## config.mk

```make
export PLATFORM = sky130hd
export DESIGN_NAME = div_flat
export DESIGN_NICKNAME = d
export VERILOG_FILES = /design/src/rtl/div_if.sv /design/src/rtl/div.sv /design/src/flat_wrapper.sv
export SDC_FILE = /design/constraint.sdc
export NUM_CORES = 1
export LEC_CHECK = 0
export BUFFER_PORTS_ARGS = -buffer_cell sky130_fd_sc_hd__buf_2
export CORE_MARGIN = 2
export CORE_UTILIZATION = 41
export DETAILED_ROUTE_END_ITERATION = 6
export PLACE_DENSITY = 0.68
export SETUP_SLACK_MARGIN = 0.15
export SLEW_MARGIN = 10
export SYNTH_ARGS = -nofsm -noshare
export SYNTH_HDL_FRONTEND = slang
export SYNTH_SLANG_ARGS = --single-unit
export TNS_END_PERCENT = 30
```

## constraint.sdc

```tcl
create_clock -name clk -period 2.8 [get_ports clk]
set_input_delay 0.56 -clock clk [delete_from_list [all_inputs] [get_ports clk]]
set_output_delay 0.56 -clock clk [all_outputs]
set_load 0.005 [all_outputs]
```

## src/rtl/div_if.sv

```systemverilog
// EX-stage <-> divider handshake bundle: request, operands, result and stall request.
// The master modport is the EX stage; the slave modport is the divider.
interface div_if;
    logic        start_i;
    logic        annul_i;
    logic        signed_div_i;
    logic [31:0] opdata1_i;
    logic [31:0] opdata2_i;
    logic [63:0] result_o;
    logic        ready_o;
    logic        stallreq_o;

    modport master (
        output start_i, annul_i, signed_div_i, opdata1_i, opdata2_i,
        input  result_o, ready_o, stallreq_o
    );

    modport slave (
        input  start_i, annul_i, signed_div_i, opdata1_i, opdata2_i,
        output result_o, ready_o, stallreq_o
    );
endinterface

```

## src/rtl/div.sv

```systemverilog
// Multi-cycle 32-bit radix-2 restoring divider; stalls the pipeline while busy.
// Define DIV_SIGNED_EN to compile in signed (DIV) support; otherwise every operation is DIVU.
module div (
    input  logic  clk,
    input  logic  rst,
    div_if.slave  bus
);

    typedef enum logic [1:0] {
        DIV_FREE    = 2'd0,
        DIV_BY_ZERO = 2'd1,
        DIV_ON      = 2'd2,
        DIV_END     = 2'd3
    } div_state_t;

    div_state_t  state_r;
    logic [5:0]  cnt_r;
    logic [64:0] work_r;
    logic [31:0] divisor_r;
    logic [63:0] result_r;
    logic        ready_r;

    logic [31:0] op1_abs_s;
    logic [31:0] op2_abs_s;
    logic [32:0] trial_s;
    logic [31:0] quot_s;
    logic [31:0] rem_s;

    function automatic logic [31:0] negate32(input logic [31:0] val);
        return (~val) + 32'd1;
    endfunction

`ifdef DIV_SIGNED_EN
    logic        neg_quot_r;
    logic        neg_rem_r;
    logic        neg_quot_s;
    logic        neg_rem_s;

    // Operand magnitudes and result sign flags for the signed path
    always_comb begin
        neg_quot_s = bus.signed_div_i & (bus.opdata1_i[31] ^ bus.opdata2_i[31]);
        neg_rem_s  = bus.signed_div_i & bus.opdata1_i[31];
        if (bus.signed_div_i && bus.opdata1_i[31]) begin
            op1_abs_s = negate32(bus.opdata1_i);
        end else begin
            op1_abs_s = bus.opdata1_i;
        end
        if (bus.signed_div_i && bus.opdata2_i[31]) begin
            op2_abs_s = negate32(bus.opdata2_i);
        end else begin
            op2_abs_s = bus.opdata2_i;
        end
    end

    // Sign correction of the finished magnitudes
    always_comb begin
        if (neg_quot_r) begin
            quot_s = negate32(work_r[31:0]);
        end else begin
            quot_s = work_r[31:0];
        end
        if (neg_rem_r) begin
            rem_s = negate32(work_r[64:33]);
        end else begin
            rem_s = work_r[64:33];
        end
    end
`else
    logic unused_signed_s;

    assign unused_signed_s = bus.signed_div_i;

    // Unsigned-only build: operands and results pass straight through
    always_comb begin
        op1_abs_s = bus.opdata1_i;
        op2_abs_s = bus.opdata2_i;
        quot_s    = work_r[31:0];
        rem_s     = work_r[64:33];
    end
`endif

    // Trial subtraction of the divisor from the partial remainder
    always_comb begin
        trial_s = {1'b0, work_r[63:32]} - {1'b0, divisor_r};
    end

    // Divider FSM: operand capture, one restoring step per cycle, result finalize
    always_ff @(posedge clk) begin
        if (rst) begin
            state_r    <= DIV_FREE;
            cnt_r      <= 6'd0;
            work_r     <= 65'd0;
            divisor_r  <= 32'd0;
            result_r   <= 64'd0;
            ready_r    <= 1'b0;
`ifdef DIV_SIGNED_EN
            neg_quot_r <= 1'b0;
            neg_rem_r  <= 1'b0;
`endif
        end else begin
            case (state_r)
                DIV_FREE: begin
                    ready_r <= 1'b0;
                    if (bus.start_i && !bus.annul_i) begin
                        if (bus.opdata2_i == 32'd0) begin
                            state_r <= DIV_BY_ZERO;
                        end else begin
                            state_r    <= DIV_ON;
                            cnt_r      <= 6'd0;
                            // Dividend MSB already sits in the trial window for step 0
                            work_r     <= {32'd0, op1_abs_s, 1'b0};
                            divisor_r  <= op2_abs_s;
`ifdef DIV_SIGNED_EN
                            neg_quot_r <= neg_quot_s;
                            neg_rem_r  <= neg_rem_s;
`endif
                        end
                    end else begin
                        state_r <= DIV_FREE;
                    end
                end
                DIV_BY_ZERO: begin
                    result_r <= 64'd0;
                    ready_r  <= 1'b1;
                    state_r  <= DIV_END;
                end
                DIV_ON: begin
                    if (bus.annul_i) begin
                        state_r <= DIV_FREE;
                        ready_r <= 1'b0;
                    end else if (cnt_r != 6'd32) begin
                        if (trial_s[32]) begin
                            work_r <= {work_r[63:0], 1'b0};
                        end else begin
                            work_r <= {trial_s[31:0], work_r[31:0], 1'b1};
                        end
                        cnt_r <= cnt_r + 6'd1;
                    end else begin
                        result_r <= {rem_s, quot_s};
                        ready_r  <= 1'b1;
                        state_r  <= DIV_END;
                    end
                end
                DIV_END: begin
                    ready_r <= 1'b0;
                    state_r <= DIV_FREE;
                end
                default: begin
                    ready_r <= 1'b0;
                    state_r <= DIV_FREE;
                end
            endcase
        end
    end

    assign bus.result_o   = result_r;
    assign bus.ready_o    = ready_r;
    assign bus.stallreq_o = bus.start_i & ~bus.annul_i & (state_r != DIV_END);

endmodule
```

## src/flat_wrapper.sv

```systemverilog
// flat-port wrapper written by rule: the top's interface ports become plain ports
module div_flat 
  (clk, rst, bus_start_i, bus_annul_i, bus_signed_div_i, bus_opdata1_i, bus_opdata2_i, bus_result_o, bus_ready_o, bus_stallreq_o);
  div_if bus_i ();
  input  logic clk;
  input  logic rst;
  input wire logic [$bits(bus_i.start_i)-1:0] bus_start_i;
  input wire logic [$bits(bus_i.annul_i)-1:0] bus_annul_i;
  input wire logic [$bits(bus_i.signed_div_i)-1:0] bus_signed_div_i;
  input wire logic [$bits(bus_i.opdata1_i)-1:0] bus_opdata1_i;
  input wire logic [$bits(bus_i.opdata2_i)-1:0] bus_opdata2_i;
  output wire logic [$bits(bus_i.result_o)-1:0] bus_result_o;
  output wire logic [$bits(bus_i.ready_o)-1:0] bus_ready_o;
  output wire logic [$bits(bus_i.stallreq_o)-1:0] bus_stallreq_o;
  assign bus_i.start_i = bus_start_i;
  assign bus_i.annul_i = bus_annul_i;
  assign bus_i.signed_div_i = bus_signed_div_i;
  assign bus_i.opdata1_i = bus_opdata1_i;
  assign bus_i.opdata2_i = bus_opdata2_i;
  assign bus_result_o = bus_i.result_o;
  assign bus_ready_o = bus_i.ready_o;
  assign bus_stallreq_o = bus_i.stallreq_o;
  div u_core (.clk(clk), .rst(rst), .bus(bus_i));
endmodule
```

==> run_results.csv, run 1 <==
group,metric,value,unit
status,outcome,"finished, violations left",
status,violations,"design-rule violations",
synthesis,ys_top_cells_by_area,"dfxtp_1 (43%), nor2_1 (6.4%), a22oi_1 (6.3%)",
synthesis,syn-cell-area,0.00795,mm2
sta,tightest_slew,1.02,ns
worst_setup_path,worst-r2r-setup-slack,0.05,ns
clock_network,clk_pin_slew_worst_paths,0.07,ns
worst_setup_path,r2r_end,"u_core.work_r[47]",
synthesis,synth_warnings,0,
floorplan,dieArea,0.0205,mm2
worst_hold_path,min_path_cells,3,
floorplan,die_w,143,um
worst_setup_path,start_kind,"register",
routing,wl_per_cell,16.7,um
worst_setup_path,crit_required,3.11,ns
synthesis,synth_top_area_share,42.8,%
worst_hold_path,worst_hold_path_type,"in -> reg",
routing,wl,22.8,mm
routing,drcViolationCount,4,
sta,skew,0.0105,ns
worst_setup_path,crit_arrival,3.06,ns
global_routing,grt_overflow,0,
synthesis,synth_edf_count,0,
global_routing,grtUsageTotal,21.2,%
clock_network,root_buffer,"clkbuf_16",
finish,regArea,0.00341,mm2
synthesis,syn-mean-instance-area,8.39,um2
synthesis,syn_inst,947,
worst_setup_path,rr_startpoint,"u_core.work_r[32]",
clock_network,clock_path_buffers,2,
sta,relSlewSlack,32.1,%
flow_run,maxCapViolCount,0,
worst_setup_path,crit_path_max_incr_delay,0.40,ns
synthesis,synth_nets,1052,
finish,area_growth,26.4,%
sta,rsz0062_at_grt,"yes",
placement,port_buffers,133,
finish,nFillCells,1766,
floorplan,coreArea,0.0188,mm2
sta,setup_viol_count_final,0,
global_routing,grt_pass1_vias,6964,
worst_setup_path,end_kind,"register",
floorplan,rows,50,
routing,vias,7576,
power_and_ir_drop,peakVddDrop,0.000505,V
placement,hpwl,14.9,mm
placement,finalWeightedCongestion,0.911,
floorplan,start_util,42.2,%
sta,tns,0,ns
clock_network,cts_buffers,17,
floorplan,boundaryPins,135,
finish,diodes,0,
finish,multi_input_area,0.00426,mm2
clock_network,holdBufCountCts,0,
routing,ant_nets,0,
routing,drt_iter0_drc,622,
finish,final_nets,1198,
worst_hold_path,hold_end,"u_core.divisor_r[22]",
clock_network,clock_latency,0.44,ns
global_routing,grt_pass1_wl,34.6,mm
routing,drtPass1Iterations,7,
clock_network,h-tree-depth,4,
worst_setup_path,crit_fanout,8,
synthesis,synth.distinct_cells,55,
power_and_ir_drop,cellLeakagePower,4.25,nW
synthesis,ys_seq_elements,170,
synthesis,async_reset_ff_share,0,%
worst_setup_path,crit_chain,"inv_2 -> ha_4 -> fa_2 -> nor2b_2 -> o2111ai_2 -> nand2_2 -> a211oi_4 -> o31ai_4 -> a41o_1 -> buf_12 -> buf_4 -> mux2i_1 -> o21ai_1",
worst_setup_path,path_buf_inv,3,
worst_setup_path,reg2reg_depth,13,
synthesis,yosysTopAreaCell,"dfxtp_1",
power_and_ir_drop,power_density,628,mW/mm2
sta,whs,0.365,ns
sta,slew_violations,0,
placement,post-place-ws,-0.0277,ns
worst_hold_path,hp-start,"bus_opdata2_i[22]",
sta,setup_slack,0.0512,ns
worst_setup_path,path_delay_family,"compound AO/OA/AOI/OAI gates",
sta,final_hold_viol_count,0,
finish,drive_above_1_share,23.7,%
synthesis,synth-main-ff-cell,"dfxtp_1",
global_routing,grt_max_degree,75,
clock_network,cts_tree,"yes",
sta,min_period,2.75,ns
routing,via_per_inst,5.55,
worst_setup_path,worstSetupPathType,"reg -> reg",
global_routing,grt_antenna_before_repair,1,
clock_network,clock-sinks,170,
worst_setup_path,cpMaxStageDelayCell,"fa_2",
sta,finalCritPeriodShare,98.2,%
sta,fmax,364,MHz
floorplan,die_y,143,um
synthesis,ys_seq_area_share,42.8,%
[where the power goes]
part           switching [mW]  internal, mW  total [mW]
Clock                    1.05          1.52        2.57
Combinational           0.648         0.575        1.22
Sequential             0.0402          2.47        2.51
[registers in the layout, indices dropped and copies added (netlist names)]
name                 cells
u_core.work_r           65
u_core.divisor_r        32
u_core.bus.ready_o       1
u_core.cnt_r             6
u_core.bus.result_o     64
u_core.state_r           2
[worst register-to-register path: stages, from the launching register on]
cell and delay [ns]:
dfxtp_2 0.33, inv_2 0.05, ha_4 0.15, fa_2 0.40
nor2b_2 0.16, o2111ai_2 0.16, nand2_2 0.13, a211oi_4 0.09
o31ai_4 0.32, a41o_1 0.29, buf_12 0.14, buf_4 0.11
mux2i_1 0.22, o21ai_1 0.09
[stage by stage]
step	instances	power, mW	area (um2)	util [%]
final	1366	6.31	10000	53.4
after global routing	1366	6.57	10000	53.4
after CTS	1354	6.17	9780	51.9
after detailed placement	1320	3.58	9100	48.3
after global placement	1320	3.57	9100	48.3
after floorplan	947	3.27	7950	-
[synthesized netlist by cell type, types with 9 or more instances]
| cell type | count |
|---|---|
| nor4_1 | 9 |
| a222oi_1 | 32 |
| xnor2_1 | 19 |
| o21ai_1 | 28 |
| nor2_1 | 135 |
| a21o_1 | 16 |
| a21oi_1 | 83 |
| o21ai_0 | 17 |
| nand2_1 | 106 |
| xor2_1 | 12 |
| inv_1 | 40 |
| clkbuf_1 | 53 |
| dfxtp_1 | 170 |
| a22oi_1 | 67 |
| ha_1 | 35 |
| a32oi_1 | 11 |
[area by class of cell]
type                            count  area share [%]
Tap cell                          260            3.24
Clock buffer                       17            4.23
Sequential cell                   170            33.9
Timing Repair Buffer              194            12.6
Multi-Input combinational cell    669            42.4
Clock inverter                     15            2.13
Inverter                           41            1.53
[cell usage in the layout (no fill, tap or decap), drive strengths merged, types with 6 or more instances in the layout]
cell	instances
buf	191
dfxtp	170
nor2	135
nand2	106
a21oi	84
a22oi	67
inv	47
o21ai	46
ha	35
a222oi	32
clkbuf	20
xnor2	19
a21o	16
xor2	12
a32oi	11
nor4	9
nand2b	8
nand3	8
nor2b	8
nand4	7
a22o	6
[routing by layer]
layer  global-route usage [%]  wire length, um  vias to the layer above
met4                     6.50              327                        2
li1                         -                -                     3704
met1                     27.2             9950                     3584
met2                     34.5            10800                      260
met3                     6.04             1690                       26
met5                        0               12                        -
[worst max path at each step]
stage                                  from           endpoint  slack, ns  cells past startpoint
after floorplan           u_core.work_r[32]  u_core.work_r[64]       0.20                     13
after global placement    bus_opdata2_i[16]    u_core.cnt_r[5]       0.03                     13
after detailed placement  bus_opdata2_i[16]    u_core.cnt_r[5]      -0.03                     13
after CTS                 u_core.work_r[32]  u_core.work_r[64]       0.14                     13
after global routing      u_core.work_r[32]  u_core.work_r[47]      -0.12                     13
final                     u_core.work_r[32]  u_core.work_r[47]       0.05                     13
[cell families after synthesis]
| logic type | after synthesis | synth area share (%) |
|---|---|---|
| simple gates | 300 | 16.0 |
| compound gates | 297 | 25.9 |
| flops | 170 | 42.8 |
| buf+inv | 109 | 5.57 |
| fa+ha+maj | 36 | 5.76 |
| xor+xnor | 31 | 3.42 |
| mux | 4 | 0.504 |
[what timing repair did]
item	in CTS	in global routing
pin swaps	3	10
endpoints found under the hold margin	0	0
gates resized for setup	4	27
endpoints found under the setup margin	22	99
cloned	0	6
buffers inserted	2	6
Power figures use the tool's default switching activity.
==> run 2: changes to the inputs <==
--- a/config.mk
+++ b/config.mk
@@ -8,8 +8,9 @@
 export BUFFER_PORTS_ARGS = -buffer_cell sky130_fd_sc_hd__buf_2
 export CORE_MARGIN = 2
 export CORE_UTILIZATION = 41
+export CTS_BUF_LIST = sky130_fd_sc_hd__clkbuf_16
 export DETAILED_ROUTE_END_ITERATION = 6
-export PLACE_DENSITY = 0.68
+export PLACE_DENSITY = 0.71
 export SETUP_SLACK_MARGIN = 0.15
 export SLEW_MARGIN = 10
 export SYNTH_ARGS = -nofsm -noshare
==> constraint.sdc (replaced) <==
create_clock -name clk -period 2.3 [get_ports clk]
set_input_delay 0.46 -clock clk [delete_from_list [all_inputs] [get_ports clk]]
set_output_delay 0.46 -clock clk [all_outputs]
set_load 0.005 [all_outputs]
==> run_results.csv, run 2 (same netlist as run 1, synthesis figures left out) <==
group,metric,value,unit
sta,min_period,2.68,ns
placement,post-place-cells,1421,
placement,hpwl,16.3,mm
finish,final_cell_mix,"dfxtp_1 (159), buf_4 (140), buf_2 (132)",
power_and_ir_drop,power_density,691,mW/mm2
worst_setup_path,crit_arrival,3.04,ns
sta,tns,-9.21,ns
floorplan,rows,50,
clock_network,clk_pin_slew_worst_paths,0.07,ns
global_routing,grt_antenna_before_repair,0,
clock_network,clock-sinks,170,
worst_setup_path,crit_required,2.66,ns
routing,drtPass1Iterations,7,
worst_setup_path,end_kind,"register",
status,violations,"design-rule violations, negative setup slack",
worst_hold_path,hp-start,"bus_opdata2_i[29]",
finish,top_register,"u_core.work_r",
placement,post-place-ws,-0.340,ns
sta,tightest_slew,0.526,ns
worst_hold_path,min_path_cells,3,
placement,finalWeightedCongestion,0.943,
placement,port_buffers,133,
clock_network,h-tree-depth,4,
worst_setup_path,reg2reg_depth,13,
clock_network,holdBufCountCts,0,
status,outcome,"finished, violations left",
routing,ant_nets,0,
floorplan,coreArea,0.0188,mm2
routing,drt_iter0_drc,680,
floorplan,start_util,42.2,%
clock_network,root_buffer,"clkbuf_16",
global_routing,grt_pass1_vias,7272,
global_routing,grt_overflow,0,
routing,wl_per_cell,16.4,um
sta,skew,0.0134,ns
global_routing,grt_pass1_wl,36.8,mm
power_and_ir_drop,peakVddDrop,0.000596,V
clock_network,cts_buffers,17,
worst_hold_path,hold_end,"u_core.divisor_r[29]",
sta,relSlewSlack,64.6,%
finish,fin_cells,1463,
power_and_ir_drop,cellLeakagePower,4.81,nW
routing,wl,24.0,mm
routing,drcViolationCount,8,
floorplan,boundaryPins,135,
worst_setup_path,worst-r2r-setup-slack,-0.38,ns
finish,final_nets,1296,
global_routing,grtUsageTotal,22.6,%
floorplan,die_y,143,um
global_routing,grt_max_degree,70,
finish,area_growth,40.2,%
flow_run,maxCapViolCount,0,
finish,final_common_cell,"dfxtp_1",
sta,setup_viol_count_final,33,
clock_network,cts_tree,"yes",
finish,fin_util,59.2,%
sta,finalCritPeriodShare,116,%
clock_network,clock_path_buffers,2,
worst_setup_path,start_kind,"register",
finish,largest_reg_flops,65,
routing,via_per_inst,5.44,
sta,setup_slack,-0.378,ns
sta,fmax,373,MHz
worst_setup_path,worstSetupPathType,"reg -> reg",
floorplan,die_w,143,um
worst_hold_path,worst_hold_path_type,"in -> reg",
clock_network,clock_latency,0.44,ns
sta,whs,0.274,ns
routing,vias,7966,
sta,final_hold_viol_count,0,
finish,drive_above_1_share,34.1,%
worst_setup_path,crit_fanout,5,
worst_setup_path,r2r_end,"u_core.work_r[37]",
finish,diodes,0,
floorplan,dieArea,0.0205,mm2
sta,rsz0062_at_grt,"yes",
worst_setup_path,rr_startpoint,"u_core.divisor_r[13]",
sta,slew_violations,0,
[run 2: changes by cell type in the layout (fill, tap and decap cells not counted), sizes merged]
cell      previous run  this run
buf                191       291
bufinv               4         2
clkinvlp             2         1
a21oi               84        83
clkinv               3         5
clkbuf              20        19
[run 2: report_power, final]
group          total, mW  internal, mW  leakage (nW)  switching (mW)
combinational       1.73         0.858          3.14           0.876
sequential          3.06          3.01          1.38          0.0509
clock               2.90          1.62         0.287            1.28
[run 2: cell type report]
type,instances,area [um2]
Multi-Input combinational cell,668,4550
Clock buffer,17,425
Tap cell,260,325
Inverter,41,154
Clock inverter,14,163
Fill cell,1626,7690
Timing Repair Buffer,293,2110
Sequential cell,170,3420
[run 2: worst max path at each step]
stage / from / end / slack [ns] / cells past startpoint
3_5_place_dp: bus_opdata2_i[6] / u_core.work_r[33] / -0.34 / 11
2_1_floorplan: u_core.work_r[32] / u_core.work_r[58] / -0.15 / 13
4_1_cts: u_core.work_r[32] / u_core.work_r[42] / -0.26 / 13
3_3_place_gp: bus_opdata2_i[6] / u_core.work_r[33] / -0.29 / 11
6_report: u_core.divisor_r[13] / u_core.work_r[37] / -0.38 / 13
5_1_grt: u_core.divisor_r[15] / u_core.work_r[37] / -0.54 / 13
[run 2: what timing repair did]
item / 4_1_cts / 5_1_grt
setup buffers: 3 / 5
pin swaps: 19 / 28
cloned: 1 / 2
endpoints found under the setup margin: 34 / 67
gates resized for setup: 31 / 52
[run 2: critical path, cell delays in order (launching register included)]
cell and delay, ns:
dfxtp_2 0.34, inv_2 0.04, ha_4 0.29, a21oi_4 0.05, o21ai_2 0.19, nor2b_1 0.07
or3_4 0.41, o31ai_4 0.31, a41oi_4 0.25, buf_12 0.21, clkbuf_16 0.14, nor2_1 0.10
a21oi_1 0.05, o21ai_1 0.13
[run 2: metal layers]
metal	wire length, um	track usage [%]	up-vias
li1	-	-	3895
met1	10500	29.3	3798
met2	11300	36.8	245
met3	1730	5.94	28
met4	401	7.12	0
met5	0	0	-
[run 2: stage by stage]
step | instance area [um2] | power [mW]
after floorplan | 8030 | 4.00
after global placement | 10000 | 4.54
after detailed placement | 10000 | 4.56
after CTS | 10800 | 7.58
after global routing | 11100 | 8.02
final | 11100 | 7.69
